**src/rtl/req_dispatch_queue_pkg.sv**
```systemverilog
// Shared request types for the control group: the CPU-to-control request
// record and the FIFO entry that stores it without its valid bit.
package req_dispatch_queue_pkg;

  localparam int REQ_ADDR_W      = 10;
  localparam int REQ_OPCODE_W    = 2;
  localparam int REQ_WIDTH_ENC_W = 3;

  typedef struct packed {
    logic                       valid;
    logic [REQ_OPCODE_W-1:0]    opcode;
    logic [REQ_ADDR_W-1:0]      key_addr;
    logic [REQ_ADDR_W-1:0]      text_addr;
    logic [REQ_WIDTH_ENC_W-1:0] text_width;
  } cpu_to_control_req_if;

  typedef struct packed {
    logic [REQ_OPCODE_W-1:0]    opcode;
    logic [REQ_ADDR_W-1:0]      key_addr;
    logic [REQ_ADDR_W-1:0]      text_addr;
    logic [REQ_WIDTH_ENC_W-1:0] text_width;
  } cpu_req_entry_t;

  function automatic cpu_to_control_req_if to_req(cpu_req_entry_t e, logic v);
    cpu_to_control_req_if r;
    r.valid      = v;
    r.opcode     = e.opcode;
    r.key_addr   = e.key_addr;
    r.text_addr  = e.text_addr;
    r.text_width = e.text_width;
    return r;
  endfunction

endpackage

```
**src/rtl/req_dispatch_queue_rr_pick.sv**
```systemverilog
// Combinational round-robin picker: first asserted request at or after ptr,
// searching upward with wrap. Shared with the NoC arbiter.
module rr_pick #(
  parameter int N = 4
) (
  input  logic [N-1:0]                         req,
  input  logic [((N > 1) ? $clog2(N) : 1)-1:0] ptr,
  output logic [N-1:0]                         grant,
  output logic [((N > 1) ? $clog2(N) : 1)-1:0] gidx
);

  localparam int PW = (N > 1) ? $clog2(N) : 1;

  logic          found;
  logic [PW-1:0] sel;
  int            idx;

  always_comb begin
    grant = '0;
    gidx  = '0;
    found = 1'b0;
    idx   = 0;
    sel   = '0;
    for (int k = 0; k < N; k++) begin
      idx = (int'(ptr) + k) % N;
      sel = PW'(idx);
      if (!found && req[sel]) begin
        found      = 1'b1;
        grant[sel] = 1'b1;
        gidx       = sel;
      end
    end
  end

endmodule

```
**src/rtl/req_dispatch_queue.sv**
```systemverilog
// CPU request FIFO that hands its head entry to one idle control FSM per
// cycle, rotating fairly among the FSMs reporting ready_for_req.
module req_dispatch_queue
  import req_dispatch_queue_pkg::*;
#(
  parameter int ADDR_W            = REQ_ADDR_W,
  parameter int CPU_OPCODE_W      = REQ_OPCODE_W,
  parameter int ADDR_W_ENCODING_W = REQ_WIDTH_ENC_W,
  parameter int DEPTH             = 4,
  parameter int NUM_FSM           = 4
) (
  input  logic                                clk,
  input  logic                                rst_n,
  input  logic                                cpu_valid,
  output logic                                cpu_ready,
  input  logic [CPU_OPCODE_W-1:0]             cpu_opcode,
  input  logic [ADDR_W-1:0]                   cpu_key_addr,
  input  logic [ADDR_W-1:0]                   cpu_text_addr,
  input  logic [ADDR_W_ENCODING_W-1:0]        cpu_text_width,
  output cpu_to_control_req_if [NUM_FSM-1:0]  fsm_req,
  input  logic [NUM_FSM-1:0]                  fsm_ready,
  output logic [$clog2(DEPTH+1)-1:0]          count
);

  localparam int AW = (DEPTH > 1) ? $clog2(DEPTH) : 1;
  localparam int CW = $clog2(DEPTH + 1);
  localparam int RW = (NUM_FSM > 1) ? $clog2(NUM_FSM) : 1;

  cpu_req_entry_t       mem [DEPTH];
  cpu_req_entry_t       head;
  cpu_req_entry_t       wr_entry;
  logic [AW-1:0]        wr_ptr;
  logic [AW-1:0]        rd_ptr;
  logic [RW-1:0]        rr_ptr;
  logic [RW-1:0]        gidx;
  logic [NUM_FSM-1:0]   req_vec;
  logic [NUM_FSM-1:0]   grant;
  logic                 push;
  logic                 pop;
  logic [CW-1:0]        count_next;

  assign push = cpu_valid & cpu_ready;

  // Ready FSMs only compete while there is something to hand out.
  assign req_vec = (count != '0) ? fsm_ready : '0;
  assign pop     = |req_vec;
  assign head    = mem[rd_ptr];

  assign wr_entry.opcode     = cpu_opcode;
  assign wr_entry.key_addr   = cpu_key_addr;
  assign wr_entry.text_addr  = cpu_text_addr;
  assign wr_entry.text_width = cpu_text_width;

  rr_pick #(
    .N(NUM_FSM)
  ) u_rr_pick (
    .req  (req_vec),
    .ptr  (rr_ptr),
    .grant(grant),
    .gidx (gidx)
  );

  for (genvar i = 0; i < NUM_FSM; i++) begin : g_req
    assign fsm_req[i] = to_req(head, grant[i]);
  end

  always_comb begin
    count_next = count;
    if (push && !pop) begin
      count_next = count + 1'b1;
    end else if (!push && pop) begin
      count_next = count - 1'b1;
    end
  end

  // Storage needs no reset; only entries below count are ever presented.
  always_ff @(posedge clk) begin
    if (push) begin
      mem[wr_ptr] <= wr_entry;
    end
  end

  always_ff @(posedge clk or negedge rst_n) begin
    if (!rst_n) begin
      wr_ptr    <= '0;
      rd_ptr    <= '0;
      rr_ptr    <= '0;
      count     <= '0;
      cpu_ready <= 1'b0;
    end else begin
      if (push) begin
        wr_ptr <= (wr_ptr == AW'(DEPTH - 1)) ? '0 : wr_ptr + 1'b1;
      end
      if (pop) begin
        rd_ptr <= (rd_ptr == AW'(DEPTH - 1)) ? '0 : rd_ptr + 1'b1;
        rr_ptr <= (gidx == RW'(NUM_FSM - 1)) ? '0 : gidx + 1'b1;
      end
      count     <= count_next;
      cpu_ready <= (count_next != CW'(DEPTH));
    end
  end

endmodule

```
**config.mk**
```make
export PLATFORM = sky130hd
export DESIGN_NAME = req_dispatch_queue
export DESIGN_NICKNAME = d
export VERILOG_FILES = /design/src/rtl/req_dispatch_queue_pkg.sv /design/src/rtl/req_dispatch_queue_rr_pick.sv /design/src/rtl/req_dispatch_queue.sv
export SDC_FILE = /design/constraint.sdc
export NUM_CORES = 1
export LEC_CHECK = 0
export ABC_CLOCK_PERIOD_IN_PS = 8650
export CAP_MARGIN = 20
export CORE_MARGIN = 2
export CORE_UTILIZATION = 45
export DETAILED_ROUTE_END_ITERATION = 8
export PLACE_DENSITY = 0.71
export SLEW_MARGIN = 20
export SYNTH_ARGS = -nofsm -noshare
export SYNTH_HDL_FRONTEND = slang
export SYNTH_SLANG_ARGS = --single-unit
```
**constraint.sdc**
```tcl
create_clock -name clk -period 8.65 [get_ports clk]
set_clock_uncertainty 0.2 [all_clocks]
set_input_delay 1.2975 -clock clk [delete_from_list [all_inputs] [get_ports clk]]
set_output_delay 1.2975 -clock clk [all_outputs]
set_load 0.05 [all_outputs]
```
==> flow_summary_export.csv, run 1 <==
group,metric,value,unit
layout,final_cells,545,
timing,period_needed,5.693,ns
layout,utilization,57.20,%
global_route,grt_max_degree,29,
clock_network,post_cts_buffers,0,
synthesis,synth_top_area_share,56.75,%
synthesis,yosys_register_bits,110,
synthesis,synth_common_cells,"edfxtp_1 (100), buf_4 (76), mux4_2 (26), ha_1 (16), nand2_1 (12)",
route,dr_total_vias,2869,
clock_network,cts_htree_levels,3,
timing,finalWorstSetupSlack,2.957,ns
layout,nets,445,
clock_network,cts_tree,"yes",
clock_network,worstSkewPairLatency,0.33,ns
clock_network,cts_root_buffer,"clkbuf_16",
route,wl_per_cell,17.71,um
floorplan,ios,140,
route,drcViolationCount,0,
synthesis,synth_area,5291,um^2
setup_path,crit_fanout,11,
synthesis,yosysWarnings,0,
timing,finalHoldViolCount,0,
global_route,antenna_found_initial,0,
global_route,track_usage,15.41,%
setup_path,cpPeakStageDelay,0.83,ns
synthesis,synth-async-reset-ratio,9.091,%
flow_run,maxCapViolCount,0,
place,io_buffers,139,
place,dp.cells,529,
synthesis,synth_edf_count,100,
timing,setup_tns,0,ns
floorplan,fp.coreArea,11470,um^2
route,viasPerCell,5.264,
setup_path,critPathKind,"input port to output port",
synthesis,netlist_top_cells_area,"edfxtp_1 (57%), mux4_2 (11%), buf_4 (11%)",
floorplan,die_area,12640,um^2
synthesis,syn-num-nets,377,
floorplan,start_util,46.14,%
worst_hold_path,hold_path_class,"flip-flop to flip-flop",
timing,fin_crit_sh,65.82,%
setup_path,worstPathRequired,7.15,ns
layout,syn_to_final_growth,23.95,%
synthesis,yosysTopAreaCell,"edfxtp_1",
synthesis,postSynthAreaPerCell,16.08,um^2
place,dp_slack,3.063,ns
layout,final_layout_size_suffix_gt1_share,13.93,%
clock_network,numCtsBuffers,9,
setup_path,cp_slowest_cell,"clkdlybuf4s50_1",
global_route,grt_pass1_wl,14920,um
setup_path,worst_path_most_repeated_cell,"clkdlybuf4s50_1",
floorplan,die_h,112.4,um
synthesis,synth_cell_types,45,
timing,drv_slew,0,
place,gp_congestion,0.8535,
clock_network,clock_sinks,110,
route,drt_iter0_drc,157,
layout,fillers,891,
setup_path,path_buf_inv,2,
setup_path,r2r_slack,5.35,ns
synthesis,synth_most_common_cell,"edfxtp_1",
clock_network,hold_buffers,0,
setup_path,start_kind,"input port",
layout,diodes,0,
setup_path,crit_family,"buffers and inverters",
route,first_pass_iters,4,
global_route,grt-ovfl-total,0,
timing,finalSetupViolations,0,
route,postRouteAntennaNets,0,
global_route,first_global_vias,2765,
place,dp_hpwl,6661,um
timing,worstMarginPinSlew,0.9231,ns
floorplan,fp-row-count,39,
synthesis,synth_ff_type,"edfxtp_1",
synthesis,synthCells,329,
synthesis,ys_seq_area_share,61.48,%
setup_path,cp-end-kind,"output port",
status,status,"complete, no violations",
timing,relSlewSlack,38.46,%
clock_network,cts_resized,0,
clock_network,clkTransAtPathRegs,0.07,ns
route,routed_wl,9654,um
timing,rsz0062_at_grt,"no",
timing,fmaxAchievable,175.7,MHz
setup_path,cp_cell_sequence,"clkdlybuf4s50_1 > mux2i_1 > or4_4 > o31a_4 > nor3_4 > a22oi_1 > o21ai_0 > clkdlybuf4s50_1",
clock_network,clockBufferDepth,2,
setup_path,crit_arrival,4.20,ns
floorplan,die_width,112.4,um
## registers in the layout, indices dropped and copies added (netlist names)
name	flops
rd_ptr	2
cpu_ready	1
count	3
wr_ptr	2
rr_ptr	2
mem	100
## logic make-up after synthesis
family / after synthesis / share of synthesized area (%)
flops: 110 / 61.48
xor+xnor: 3 / 0.4967
fa+ha+maj: 18 / 4.162
compound gates: 36 / 5.155
mux: 33 / 12.49
simple gates: 32 / 3.334
buf+inv: 97 / 12.89
## metrics by stage
step | hold slack (ns) | area [um^2]
final | 0.3516 | 6559
after global routing | 0.3771 | 6559
after CTS | 0.3474 | 6548
after detailed placement | 0.3340 | 6256
after global placement | 0.3198 | 6256
after floorplan | 0.3693 | 5291
## cell usage in the layout, fill, tap and decap left out, drive strengths merged, types with 2 or more instances in the layout
| master | synthesis | routed |
|---|---|---|
| dfrtp | 10 | 10 |
| clkbuf | 5 | 9 |
| nor2b | 2 | 2 |
| inv | 10 | 14 |
| mux4 | 26 | 26 |
| a22oi | 8 | 8 |
| mux2i | 6 | 6 |
| maj3 | 2 | 2 |
| o21ai | 12 | 12 |
| edfxtp | 100 | 100 |
| o22ai | 2 | 2 |
| nor2 | 5 | 5 |
| clkinv | 0 | 3 |
| o31a | 2 | 2 |
| nand2 | 12 | 12 |
| a21o | 2 | 2 |
| nor3 | 4 | 4 |
| buf | 82 | 5 |
| xnor2 | 2 | 2 |
| and3 | 4 | 4 |
| a21oi | 2 | 2 |
| ha | 16 | 16 |
| clkdlybuf4s50 | 0 | 139 |
## final timing paths
check | to | startpoint | cells past startpoint
max reg2reg | rr_ptr[1]$_DFFE_PN0P_ | rr_ptr[0]$_DFFE_PN0P_ | 8
min in group asynchronous | count[1]$_DFF_PN0_ | rst_n | 1
min | rd_ptr[1]$_DFFE_PN0P_ | rd_ptr[1]$_DFFE_PN0P_ | 1
max | fsm_req[77] | fsm_ready[3] | 8
max in group asynchronous | rd_ptr[0]$_DFFE_PN0P_ | rst_n | 1
min reg2reg | rd_ptr[1]$_DFFE_PN0P_ | rd_ptr[1]$_DFFE_PN0P_ | 1
## worst register-to-register path, cell delays in order, from the launching register on
cell	delay, ns
dfrtp_1	0.71
inv_1	0.30
ha_1	0.54
mux2i_1	0.16
or4_4	0.47
o31a_4	0.14
nor3_4	0.27
a21oi_1	0.11
a211o_1	0.30
## cell type report
| type | instances | area [um^2] | share of cell area [%] |
|---|---|---|---|
| multi-input cells | 122 | 1368 | 20.85 |
| repair buffers | 144 | 1429 | 21.79 |
| clock buffers | 9 | 225.2 | 3.434 |
| inverters | 10 | 37.54 | 0.5723 |
| clock inverters | 7 | 66.31 | 1.011 |
| flip-flops and latches | 110 | 3254 | 49.62 |
| well taps | 143 | 178.9 | 2.728 |
## layer usage
metal | GRT usage [%] | part of all wire [%] | wire (um)
met5 | 0 | 0 | 0
met4 | 5.122 | 1.2 | 115
met3 | 3.672 | 6.0 | 577
met2 | 27.63 | 54 | 5185
met1 | 18.32 | 39 | 3775
Power of run 1 is not shown: default switching activity piles up to over one toggle a cycle in this logic, so the estimate is an artifact.
==> run 2, diff against run 1 <==
--- a/config.mk
+++ b/config.mk
@@ -5,7 +5,7 @@
 export SDC_FILE = /design/constraint.sdc
 export NUM_CORES = 1
 export LEC_CHECK = 0
-export ABC_CLOCK_PERIOD_IN_PS = 8650
+export ABC_CLOCK_PERIOD_IN_PS = 5800
 export CAP_MARGIN = 20
 export CORE_MARGIN = 2
 export CORE_UTILIZATION = 45
==> constraint.sdc (replaced) <==
create_clock -name clk -period 5.8 [get_ports clk]
set_clock_uncertainty 0.2 [all_clocks]
set_input_delay 0.87 -clock clk [delete_from_list [all_inputs] [get_ports clk]]
set_output_delay 0.87 -clock clk [all_outputs]
set_load 0.05 [all_outputs]
==> flow_summary_export.csv, run 2 (same netlist as run 1, synthesis figures left out) <==
group,metric,value,unit
status,status,"complete, no violations",
clock_network,clockBufferDepth,2,
global_route,first_global_vias,2777,
flow_run,maxCapViolCount,0,
place,io_buffers,139,
layout,final_cells,545,
timing,worstMarginPinSlew,0.9447,ns
route,viasPerCell,5.308,
setup_path,start_kind,"flip-flop",
floorplan,fp-row-count,39,
route,dr_total_vias,2893,
setup_path,cp_slowest_cell,"clkdlybuf4s50_1",
global_route,antenna_found_initial,0,
clock_network,cts_resized,0,
floorplan,die_h,112.4,um
timing,finalSetupViolations,0,
clock_network,cts_tree,"yes",
timing,finalHoldViolCount,0,
global_route,grt_pass1_wl,14720,um
clock_network,hold_buffers,0,
floorplan,ios,140,
route,first_pass_iters,4,
place,dp.cells,529,
setup_path,worstPathRequired,4.73,ns
setup_path,cp_cell_sequence,"inv_1 > ha_1 > mux2i_1 > mux2i_2 > nor2_1 > a22oi_1 > o21ai_0 > clkdlybuf4s50_1",
layout,diodes,0,
setup_path,critPathKind,"flip-flop to output port",
clock_network,clkTransAtPathRegs,0.07,ns
layout,fillers,893,
clock_network,worstSkewPairLatency,0.34,ns
global_route,grt_max_degree,29,
global_route,track_usage,15.30,%
route,wl_per_cell,17.50,um
timing,fin_crit_sh,85.15,%
clock_network,post_cts_buffers,0,
floorplan,fp.coreArea,11470,um^2
layout,layout.cells.most_common,"clkdlybuf4s50_1",
setup_path,cp-end-kind,"output port",
floorplan,die_area,12640,um^2
setup_path,crit_arrival,3.87,ns
layout,reg.largest.list,"mem x100, count x3",
place,dp_hpwl,6458,um
route,postRouteAntennaNets,0,
timing,fmaxAchievable,202.5,MHz
timing,rsz0062_at_grt,"no",
layout,largest_reg_flops,100,
layout,final_layout_size_suffix_gt1_share,14.18,%
timing,setup_tns,0,ns
timing,drv_slew,0,
layout,nets,445,
floorplan,start_util,46.14,%
timing,period_needed,4.939,ns
layout,syn_to_final_growth,24.45,%
layout,layout_common_cells,"clkdlybuf4s50_1 (139), edfxtp_1 (100), mux4_2 (26)",
clock_network,clock_sinks,110,
route,drcViolationCount,0,
global_route,grt-ovfl-total,0,
layout,top_register,"mem",
route,routed_wl,9535,um
route,drt_iter0_drc,168,
setup_path,cpPeakStageDelay,0.83,ns
setup_path,crit_fanout,14,
clock_network,cts_root_buffer,"clkbuf_16",
clock_network,cts_htree_levels,3,
place,gp_congestion,0.8771,
clock_network,numCtsBuffers,9,
worst_hold_path,hold_path_class,"flip-flop to flip-flop",
timing,relSlewSlack,37.02,%
floorplan,die_width,112.4,um
==> run 2: routing by layer <==
layer / share of wire (%) / track usage [%] / up-vias
met5: 0 / 0 / -
met4: 2.0 / 6.504 / 0
met3: 5.7 / 3.294 / 14
met2: 53 / 27.63 / 116
met1: 39 / 17.61 / 1453
li1: - / - / 1310
==> run 2: worst paths after layout <==
kind / start / to / slack, ns / cells past startpoint
max: rr_ptr[0]$_DFFE_PN0P_ / fsm_req[103] / 0.86 / 8
max reg2reg: rr_ptr[0]$_DFFE_PN0P_ / rr_ptr[1]$_DFFE_PN0P_ / 2.62 / 8
min reg2reg: rd_ptr[1]$_DFFE_PN0P_ / rd_ptr[1]$_DFFE_PN0P_ / 0.35 / 1
min: rd_ptr[1]$_DFFE_PN0P_ / rd_ptr[1]$_DFFE_PN0P_ / 0.35 / 1
max in group asynchronous: rst_n / rd_ptr[0]$_DFFE_PN0P_ / 4.42 / 1
min in group asynchronous: rst_n / count[0]$_DFF_PN0_ / 0.64 / 1
==> run 2: area by class of cell <==
class	instances	area, um^2	area share [%]
Tap cell	143	178.9	2.717
Clock buffer	9	225.2	3.420
Sequential cell	110	3254	49.42
Multi-Input combinational cell	122	1368	20.77
Timing Repair Buffer	144	1429	21.70
Clock inverter	7	92.59	1.406
Inverter	10	37.54	0.5700
==> run 2: metrics by stage <==
stage                     setup WS, ns  utilization, %  hold slack (ns)  instance area [um^2]
final                           0.8611           57.43           0.3496                  6585
after global routing            0.6195           57.43           0.3870                  6585
after CTS                       0.8580           57.33           0.3492                  6574
after detailed placement         1.108           54.56           0.3330                  6256
after global placement           1.179           54.56           0.3208                  6256
after floorplan                  1.696               -           0.3693                  5291
==> run 2: critical path, delay by kind of cell (launching register included) <==
family,cells,cell delay (ns)
buffers and inverters,2,1.09
DFF,1,0.67
muxes,2,0.67
adders and majority gates,1,0.53
AOI/OAI and AO/OA,2,0.30
and+or+nand+nor,1,0.27
Power of run 2 is left out for the same reason.
